**src/rtl/ahb_lite_manager_pkg.sv**
```systemverilog
// Shared AHB-Lite encodings and the manager FSM state type.
package ahb_lite_manager_pkg;

    // HTRANS encodings
    localparam logic [1:0] HTRANS_IDLE   = 2'b00;
    localparam logic [1:0] HTRANS_BUSY   = 2'b01;
    localparam logic [1:0] HTRANS_NONSEQ = 2'b10;
    localparam logic [1:0] HTRANS_SEQ    = 2'b11;

    // HBURST: only single transfers are issued
    localparam logic [2:0] HBURST_SINGLE = 3'b000;

    // HPROT: data access, privileged, non-bufferable, non-cacheable
    localparam logic [3:0] HPROT_DEFAULT = 4'b0011;

    // HSIZE encodings (bytes per beat = 2**hsize)
    localparam logic [2:0] HSIZE_BYTE  = 3'b000;
    localparam logic [2:0] HSIZE_HALF  = 3'b001;
    localparam logic [2:0] HSIZE_WORD  = 3'b010;
    localparam logic [2:0] HSIZE_DWORD = 3'b011;
    localparam logic [2:0] HSIZE_128   = 3'b100;
    localparam logic [2:0] HSIZE_256   = 3'b101;
    localparam logic [2:0] HSIZE_512   = 3'b110;
    localparam logic [2:0] HSIZE_1024  = 3'b111;

    // Manager FSM states; one transfer outstanding at a time
    typedef enum logic [1:0] {
        ST_IDLE,
        ST_ADDR,
        ST_DATA,
        ST_RESP
    } state_t;

endpackage

```
**src/rtl/ahb_lite_manager.sv**
```systemverilog
// Single-transfer AHB-Lite manager: turns a valid/ready request into one
// NONSEQ SINGLE transfer and returns the result on a valid/ready response.
module ahb_lite_manager
    import ahb_lite_manager_pkg::*;
#(
    parameter int AHB_ADDR_WIDTH = 32,
    parameter int AHB_DATA_WIDTH = 64
) (
    input  logic                        clk_i,
    input  logic                        rst_i,
    // request channel
    input  logic                        req_valid_i,
    output logic                        req_ready_o,
    input  logic                        req_write_i,
    input  logic [AHB_ADDR_WIDTH-1:0]   req_addr_i,
    input  logic [2:0]                  req_size_i,
    input  logic [AHB_DATA_WIDTH-1:0]   req_wdata_i,
    input  logic [AHB_DATA_WIDTH/8-1:0] req_wstrb_i,
    // response channel
    output logic                        rsp_valid_o,
    input  logic                        rsp_ready_i,
    output logic [AHB_DATA_WIDTH-1:0]   rsp_rdata_o,
    output logic                        rsp_err_o,
    // AHB-Lite manager outputs
    output logic [AHB_ADDR_WIDTH-1:0]   haddr_o,
    output logic [2:0]                  hburst_o,
    output logic [3:0]                  hprot_o,
    output logic [2:0]                  hsize_o,
    output logic [1:0]                  htrans_o,
    output logic [AHB_DATA_WIDTH-1:0]   hwdata_o,
    output logic [AHB_DATA_WIDTH/8-1:0] hwstrb_o,
    output logic                        hwrite_o,
    output logic                        hsel_o,
    output logic                        hready_o,
    // AHB-Lite inputs
    input  logic [AHB_DATA_WIDTH-1:0]   hrdata_i,
    input  logic                        hreadyout_i,
    input  logic                        hresp_i
);

    localparam int STRB_WIDTH = AHB_DATA_WIDTH / 8;

    state_t                    state;
    logic [AHB_DATA_WIDTH-1:0] wdata_q;
    logic [STRB_WIDTH-1:0]     wstrb_q;
    logic                      err_q;     // ERROR seen during the data phase
    logic [7:0]                size_bytes;
    logic                      req_illegal;

    assign hburst_o    = HBURST_SINGLE;
    assign hprot_o     = HPROT_DEFAULT;
    assign hready_o    = hreadyout_i;
    // Held low during reset so nothing is accepted while the bus is cleared.
    assign req_ready_o = (state == ST_IDLE) && !rst_i;

    // Reject requests wider than the bus or not aligned to their own size.
    always_comb begin
        // NOTE: every always_comb output gets a value on every path; a missed
        // assignment would infer a latch.
        size_bytes  = 8'd1 << req_size_i;
        req_illegal = (int'(size_bytes) > STRB_WIDTH) ||
                      ((req_addr_i[7:0] & (size_bytes - 8'd1)) != 8'd0);
    end

    // Transfer FSM with registered bus and response outputs.
    always_ff @(posedge clk_i) begin
        // NOTE: state registers use non-blocking assignments so every flop
        // samples pre-edge values, independent of statement order.
        if (rst_i) begin
            state       <= ST_IDLE;
            htrans_o    <= HTRANS_IDLE;
            hsel_o      <= 1'b0;
            haddr_o     <= '0;
            hsize_o     <= '0;
            hwrite_o    <= 1'b0;
            hwdata_o    <= '0;
            hwstrb_o    <= '0;
            wdata_q     <= '0;
            wstrb_q     <= '0;
            err_q       <= 1'b0;
            rsp_valid_o <= 1'b0;
            rsp_err_o   <= 1'b0;
            rsp_rdata_o <= '0;
        end else begin
            case (state)
                ST_IDLE: begin
                    if (req_valid_i) begin
                        haddr_o  <= req_addr_i;
                        hsize_o  <= req_size_i;
                        hwrite_o <= req_write_i;
                        wdata_q  <= req_wdata_i;
                        wstrb_q  <= req_wstrb_i;
                        err_q    <= 1'b0;
                        if (req_illegal) begin
                            // answer immediately, the bus is never touched
                            state       <= ST_RESP;
                            rsp_valid_o <= 1'b1;
                            rsp_err_o   <= 1'b1;
                            rsp_rdata_o <= '0;
                        end else begin
                            state    <= ST_ADDR;
                            htrans_o <= HTRANS_NONSEQ;
                            hsel_o   <= 1'b1;
                        end
                    end
                end
                ST_ADDR: begin
                    // address phase is extended while the subordinate stalls
                    if (hreadyout_i) begin
                        state    <= ST_DATA;
                        htrans_o <= HTRANS_IDLE;
                        hsel_o   <= 1'b0;
                        hwdata_o <= wdata_q;
                        hwstrb_o <= hwrite_o ? wstrb_q : '0;
                    end
                end
                ST_DATA: begin
                    if (hreadyout_i) begin
                        state       <= ST_RESP;
                        hwstrb_o    <= '0;
                        rsp_valid_o <= 1'b1;
                        rsp_err_o   <= err_q | hresp_i;
                        rsp_rdata_o <= (hwrite_o || err_q || hresp_i) ? '0 : hrdata_i;
                    end else if (hresp_i) begin
                        // first cycle of the two-cycle ERROR response
                        err_q <= 1'b1;
                    end
                end
                ST_RESP: begin
                    if (rsp_ready_i) begin
                        state       <= ST_IDLE;
                        rsp_valid_o <= 1'b0;
                        rsp_err_o   <= 1'b0;
                        rsp_rdata_o <= '0;
                    end
                end
                default: state <= ST_IDLE;
            endcase
        end
    end

endmodule

```
**config.mk**
```make
export PLATFORM = sky130hd
export DESIGN_NAME = ahb_lite_manager
export DESIGN_NICKNAME = d
export VERILOG_FILES = /design/src/rtl/ahb_lite_manager_pkg.sv /design/src/rtl/ahb_lite_manager.sv
export SDC_FILE = /design/constraint.sdc
export NUM_CORES = 1
export LEC_CHECK = 0
export BUFFER_PORTS_ARGS = -buffer_cell sky130_fd_sc_hd__buf_2
export CAP_MARGIN = 25
export CELL_PAD_IN_SITES_DETAIL_PLACEMENT = 1
export CELL_PAD_IN_SITES_GLOBAL_PLACEMENT = 1
export CORE_ASPECT_RATIO = 1.1
export CORE_MARGIN = 2
export CORE_UTILIZATION = 38
export CTS_BUF_LIST = sky130_fd_sc_hd__clkbuf_2 sky130_fd_sc_hd__clkbuf_4 sky130_fd_sc_hd__clkbuf_8
export DETAILED_ROUTE_END_ITERATION = 10
export PLACE_DENSITY = 0.85
export SLEW_MARGIN = 10
export SYNTH_ARGS = -nofsm -noshare
export SYNTH_HDL_FRONTEND = slang
export SYNTH_SLANG_ARGS = --single-unit
```
**constraint.sdc**
```tcl
create_clock -name clk_i -period 4.2 [get_ports clk_i]
set_clock_uncertainty 0.2 [all_clocks]
set_input_delay 0.21 -clock clk_i [delete_from_list [all_inputs] [get_ports clk_i]]
set_output_delay 0.21 -clock clk_i [all_outputs]
set_load 0.005 [all_outputs]
```
# Word level (Yosys, flattened, before mapping)
# Index checks and enable logic that the tools add are counted.
# W data, S select, Z words.
# op_classes
add_sub_neg	1
magnitude_cmp	1
n_eq_ne	11
shifts	1
n_mux	35
bitwise_logic	2
reduce_logical	18
# op_table
cell	count
$mux W64	5
$pmux W64 S3	1
$mux W8	3
$mux W2	8
$ne A2 B2 Y1 const B	8
$pmux W8 S2	1
$reduce_and A4 Y1	3
$mux W1	11
$and A8 B8 Y8	1
$gt A8 B4 Y1 const B	1
$pmux W2 S4	1
$reduce_bool A8 Y1	1
$shl A1 B3 Y8 const A	1
$sub A8 B1 Y8 const B	1
$pmux W1 S3	2
$reduce_bool A2 Y1	3
$reduce_and A5 Y1	1
$eq A2 B2 Y1 const B	2
$pmux W1 S2	2
$pmux W2 S2	1
$reduce_and A2 Y1	2
$logic_or A1 B1 Y1	3
$reduce_and A3 Y1	1
$reduce_bool A3 Y1	1
5 further kinds	5
# word_totals
register_bits	252
input_bits	178
output_inout_bits	186
elab_cells	83

# Logic depth before layout (Yosys ltp)
# depth
ltp_word	8
mapped_depth	9
ltp_nobuf	7

# Worst setup path before layout
# No wires, ideal clock.
# synth_path
kind	input port to flip-flop
startpoint	input req_size_i[0]
endpoint	register rsp_valid_o
setup_ns	0.123
t_arrival_ns	1.810
required_ns	3.877
path_slack_ns	2.066
cell_stages	7
path_buffers	1
cell_sequence	or3_1 > ha_1 > nand2b_1 > o2111ai_1 > o21ai_2 > buf_6 > mux2_1
# synth_between
elab_chain_cells	7
word_cells_on_any_way	8
classes_between	1 x add/sub; 1 x order compare; 1 x eq/ne; 1 x shift; 1 x bitwise; 3 x reduce/logical
# synth_rtl
element	line	source
start, declared	ahb_lite_manager.sv:16	input logic [2:0] req_size_i,
$shl A1 B3 Y8 *	ahb_lite_manager.sv:60	size_bytes = 8'd1 << req_size_i;
$sub A8 B1 Y8	ahb_lite_manager.sv:62	((req_addr_i[7:0] & (size_bytes - 8'd1)) != 8'd0);
$and A8 B8 Y8	ahb_lite_manager.sv:62	
$reduce_bool A8 Y1	ahb_lite_manager.sv:62	
$logic_or A1 B1 Y1 *	ahb_lite_manager.sv:61	req_illegal = (int'(size_bytes) > STRB_WIDTH) ||
$ne A2 B2 Y1 (no line) *	n/a	
$reduce_and A5 Y1 (no line) *	n/a	
end signal, assigned	ahb_lite_manager.sv:81	rsp_valid_o <= 1'b0;
end signal, assigned	ahb_lite_manager.sv:97	rsp_valid_o <= 1'b1;
end signal, assigned	ahb_lite_manager.sv:121	rsp_valid_o <= 1'b1;
end, declared	ahb_lite_manager.sv:20	output logic rsp_valid_o,
# Mark *: on every way between the ends. The rest lies on a longest branch, timed or not.
# A chain may end at the register's enable or synchronous reset.

# Worst setup path in the final report
# layout_path
startpoint	register state[1]
endpoint	register wdata_q[10]
# layout_between
elab_chain_cells	2
# layout_rtl
element	line	source
start, declared	ahb_lite_manager.sv:43	state_t state;
start signal, assigned	ahb_lite_manager.sv:70	state <= ST_IDLE;
start signal, assigned	ahb_lite_manager.sv:96	state <= ST_RESP;
start signal, assigned	ahb_lite_manager.sv:101	state <= ST_ADDR;
$logic_not A2 Y1	ahb_lite_manager.sv:85	case (state)
$reduce_and A2 Y1 (no line)	n/a	
end signal, assigned	ahb_lite_manager.sv:91	wdata_q <= req_wdata_i;
end, declared	ahb_lite_manager.sv:44	logic [AHB_DATA_WIDTH-1:0] wdata_q;
# Every way passes these cells.

==> out/metrics.json <==
{
  "run_status": {
    "run_status": "finished clean"
  },
  "floorplanning": {
    "chipWidth_um": 153,
    "initial_core_util": 0.389,
    "die_y_um": 168,
    "floorplan.die_area_sq_mm": 0.0257,
    "io_pins": 364,
    "core_area_sq_mm": 0.0238,
    "std_cell_rows": 59
  },
  "pwr": {
    "power_density_mw_per_mm2": 501,
    "design_power_total_mw": 7.18,
    "static_leakage_nw": 6.49,
    "power.ir.vdd_worst_mv": 0.379
  },
  "cts": {
    "cts.sink_count": 250,
    "cts_resized": 0,
    "cts_htree_levels": 2,
    "clk_root_buffer_cell": "clkbuf_8",
    "clock_tree.buffer_depth": 3,
    "clk_latency_ns": 0.53,
    "clk_pin_slew_worst_paths_ns": 0.06,
    "cts_buffers": 43,
    "cts_tree": "yes"
  },
  "synthesis": {
    "synthesis.area_sq_mm": 0.00927,
    "synthTopCellsByArea": "dfxtp_1 (54%), nand2_1 (20%), a21oi_1 (9.9%)",
    "count_of_yosys_warnings_during_synthesis": 0,
    "synth_commonest_cells": "nand2_1 (486), dfxtp_1 (250), a21oi_1 (183)",
    "yosysSeqAreaShare": 0.540,
    "ys_async_sr_fraction": 0,
    "most_instantiated_library_cell_after_synthesis": "nand2_1",
    "postSynth.topFlopCell": "dfxtp_1",
    "complex_gate_fraction_of_the_synthesized_area": 0.110,
    "synth_edf_count": 0,
    "syn-mean-instance-area_sq_um": 8.14,
    "synth.ff_latch_count": 250,
    "synth_adder_area_share": 0.00810,
    "synth_top_family_by_area": "simple AND/OR/NAND/NOR gates",
    "synth.largest_area_cell": "dfxtp_1",
    "post_synth_xor_area_fraction": 0,
    "synth_mux_area_frac": 0.0714,
    "yosys.area_share.simple": 0.219,
    "synth.top_cell.area_share": 0.540,
    "syn-instance-count": 1138,
    "post_synth_num_cell_types": 36
  },
  "detailed_routing": {
    "route.detailed.drc": 0,
    "first_pass_iters": 4,
    "vias": 10500,
    "wire_length_per_cell_um": 21.3,
    "antenna_violating_nets_post_route": 0,
    "detail_route.vias_per_cell": 5.18,
    "routed_wl_mm": 43.1,
    "drt_iter0_markers": 564
  },
  "min_path": {
    "timing.hold.worst.start": "rsp_ready_i",
    "hold_path_class": "primary input to register",
    "worst_hold_path.num_cells": 5
  },
  "global_route": {
    "grt-ovfl-total": 0,
    "grt_max_degree": 81,
    "first_pass_grt_wire_length_mm": 66.5,
    "antenna_found_initial": 6,
    "grtUsageTotal": 0.326,
    "number_of_global_route_vias_before_repair": 11800
  },
  "placed_design": {
    "dpl.hpwl_mm": 20.4,
    "finalWeightedCongestion": 0.786,
    "port_buffers": 355
  },
  "sta": {
    "final_worst_path_period_share": 0.759,
    "rsz0062_at_grt": "no",
    "slew_headroom": 0.381,
    "post-route-min-period_ns": 3.19,
    "setup_viol_count_final": 0,
    "worst_pin_slew_ns": 0.928,
    "setup_total_negative_slack_ns": 0,
    "report.final.slew_viol_count": 0,
    "finalHoldViolCount": 0,
    "fmax_mhz": 314
  },
  "worst_setup_path": {
    "critPathSlowestCell": "and2_4",
    "timing_worst_setup_path_type": "register to register",
    "timing.critical_path.to_type": "register",
    "worstPathCellList": "inv_1 -> ha_1 -> and2_4 -> buf_4 -> nand2_1 -> a21oi_1 -> dlygate4sd3_1",
    "worst_setup_path_start_kind": "register",
    "cp_max_fo": 72,
    "crit-reg2reg-launch": "state[1]",
    "reg2reg_depth": 7,
    "worstSetupStartpoint": "state[1]",
    "timing.critical_path.arrival_ns": 3.46,
    "cp_slowest_stage_delay_ns": 0.79,
    "required_time_at_the_endpoint_of_the_critical_path_ns": 4.47
  },
  "final_layout": {
    "final_nets": 1874,
    "area_used_by_multi_input_combinational_logic_sq_mm": 0.00384,
    "fillerInstances": 2869,
    "area_growth_syn_to_layout_pct": 54.6,
    "fin_util": 0.601,
    "sequential_cell_area_sq_mm": 0.00500,
    "layout-drive-gt1-share": 0.262
  },
  "run": {
    "max_cap_violations": 0
  }
}
report_power, final:
group	total [mW]	switching, mW	internal [mW]
combinational	2.06	1.22	0.838
sequential	2.80	0.172	2.63
clock	2.32	1.03	1.28
logic make-up (layout without fill, tap and decap cells):
logic type | count (synthesis) | count (layout)
other cells | 2 | 14
mux | 66 | 66
compound gates | 196 | 196
fa+ha+maj | 6 | 6
simple gates | 521 | 521
buf+inv | 97 | 670
flops | 250 | 250
final timing paths:
kind | slack [ns] | to
max reg2reg | 1.01 | wdata_q[10]
max | 1.01 | wdata_q[10]
min reg2reg | 0.25 | hwdata_o[62]
min | 0.11 | state[0]
final cells by class:
class	instances	area share
flip-flops and latches	250	0.349
repair buffers	593	0.293
multi-input cells	797	0.268
clock buffers	68	0.0596
well taps	305	0.0266
clock inverters	4	0.00157
inverters	5	0.00131
diodes	6	0.00105
cells in the final DEF, fill, tap and decap left out, types with 2 or more instances in the layout:
cell	n
diode_2	6
nor3_1	2
buf_4	8
nand3_1	8
o2111ai_1	2
ha_1	6
clkbuf_8	55
and2_2	2
conb_1	8
nor4_1	2
nor2b_1	7
dlygate4sd3_1	226
buf_12	3
buf_2	354
inv_1	4
a21oi_1	183
nor2_1	7
clkinv_2	3
dfxtp_1	250
mux2i_1	65
nand2_1	484
o21ai_0	2
o31ai_1	2
clkbuf_4	13
nand2b_1	2
routing by layer:
layer,up-vias,share of wire,global-route usage
met4,0,0.068,0.211
met3,185,0.063,0.0734
met2,493,0.50,0.582
li1,4758,-,-
met5,-,0,0
met1,5060,0.37,0.347
critical path: cells and delay by family (launching register included):
family / cells / cell delay, ns
AND/OR/NAND/NOR: 2 / 0.88
AO/OA/AOI/OAI: 1 / 0.19
buffers and inverters: 3 / 1.10
adder cells (fa/ha/maj): 1 / 0.36
flip-flops: 1 / 0.33
what timing repair did:
| item | in CTS | in global routing |
|---|---|---|
| setup buffers | 0 | 0 |
| endpoints found under the hold margin | 195 | 0 |
| hold buffers | 226 | 0 |
registers in the layout, indices dropped and copies added (netlist names), 2 cells and up:
signal	flops
wdata_q	64
wstrb_q	8
hwstrb_o	8
hwdata_o	64
hsize_o	3
rsp_rdata_o	64
haddr_o	32
state	2
metrics by stage:
| step | setup WS, ns | hold WS, ns | instances | instance area [sq um] |
|---|---|---|---|---|
| floorplan | 2.07 | 0.146 | 1144 | 9290 |
| global placement | 1.55 | 0.236 | 1721 | 11100 |
| detailed placement | 1.52 | 0.243 | 1724 | 11200 |
| CTS | 1.12 | 0.0712 | 2022 | 14300 |
| global route | 0.833 | 0.172 | 2028 | 14300 |
| finish | 1.01 | 0.112 | 2028 | 14300 |
Power figures use the tool's default switching activity.
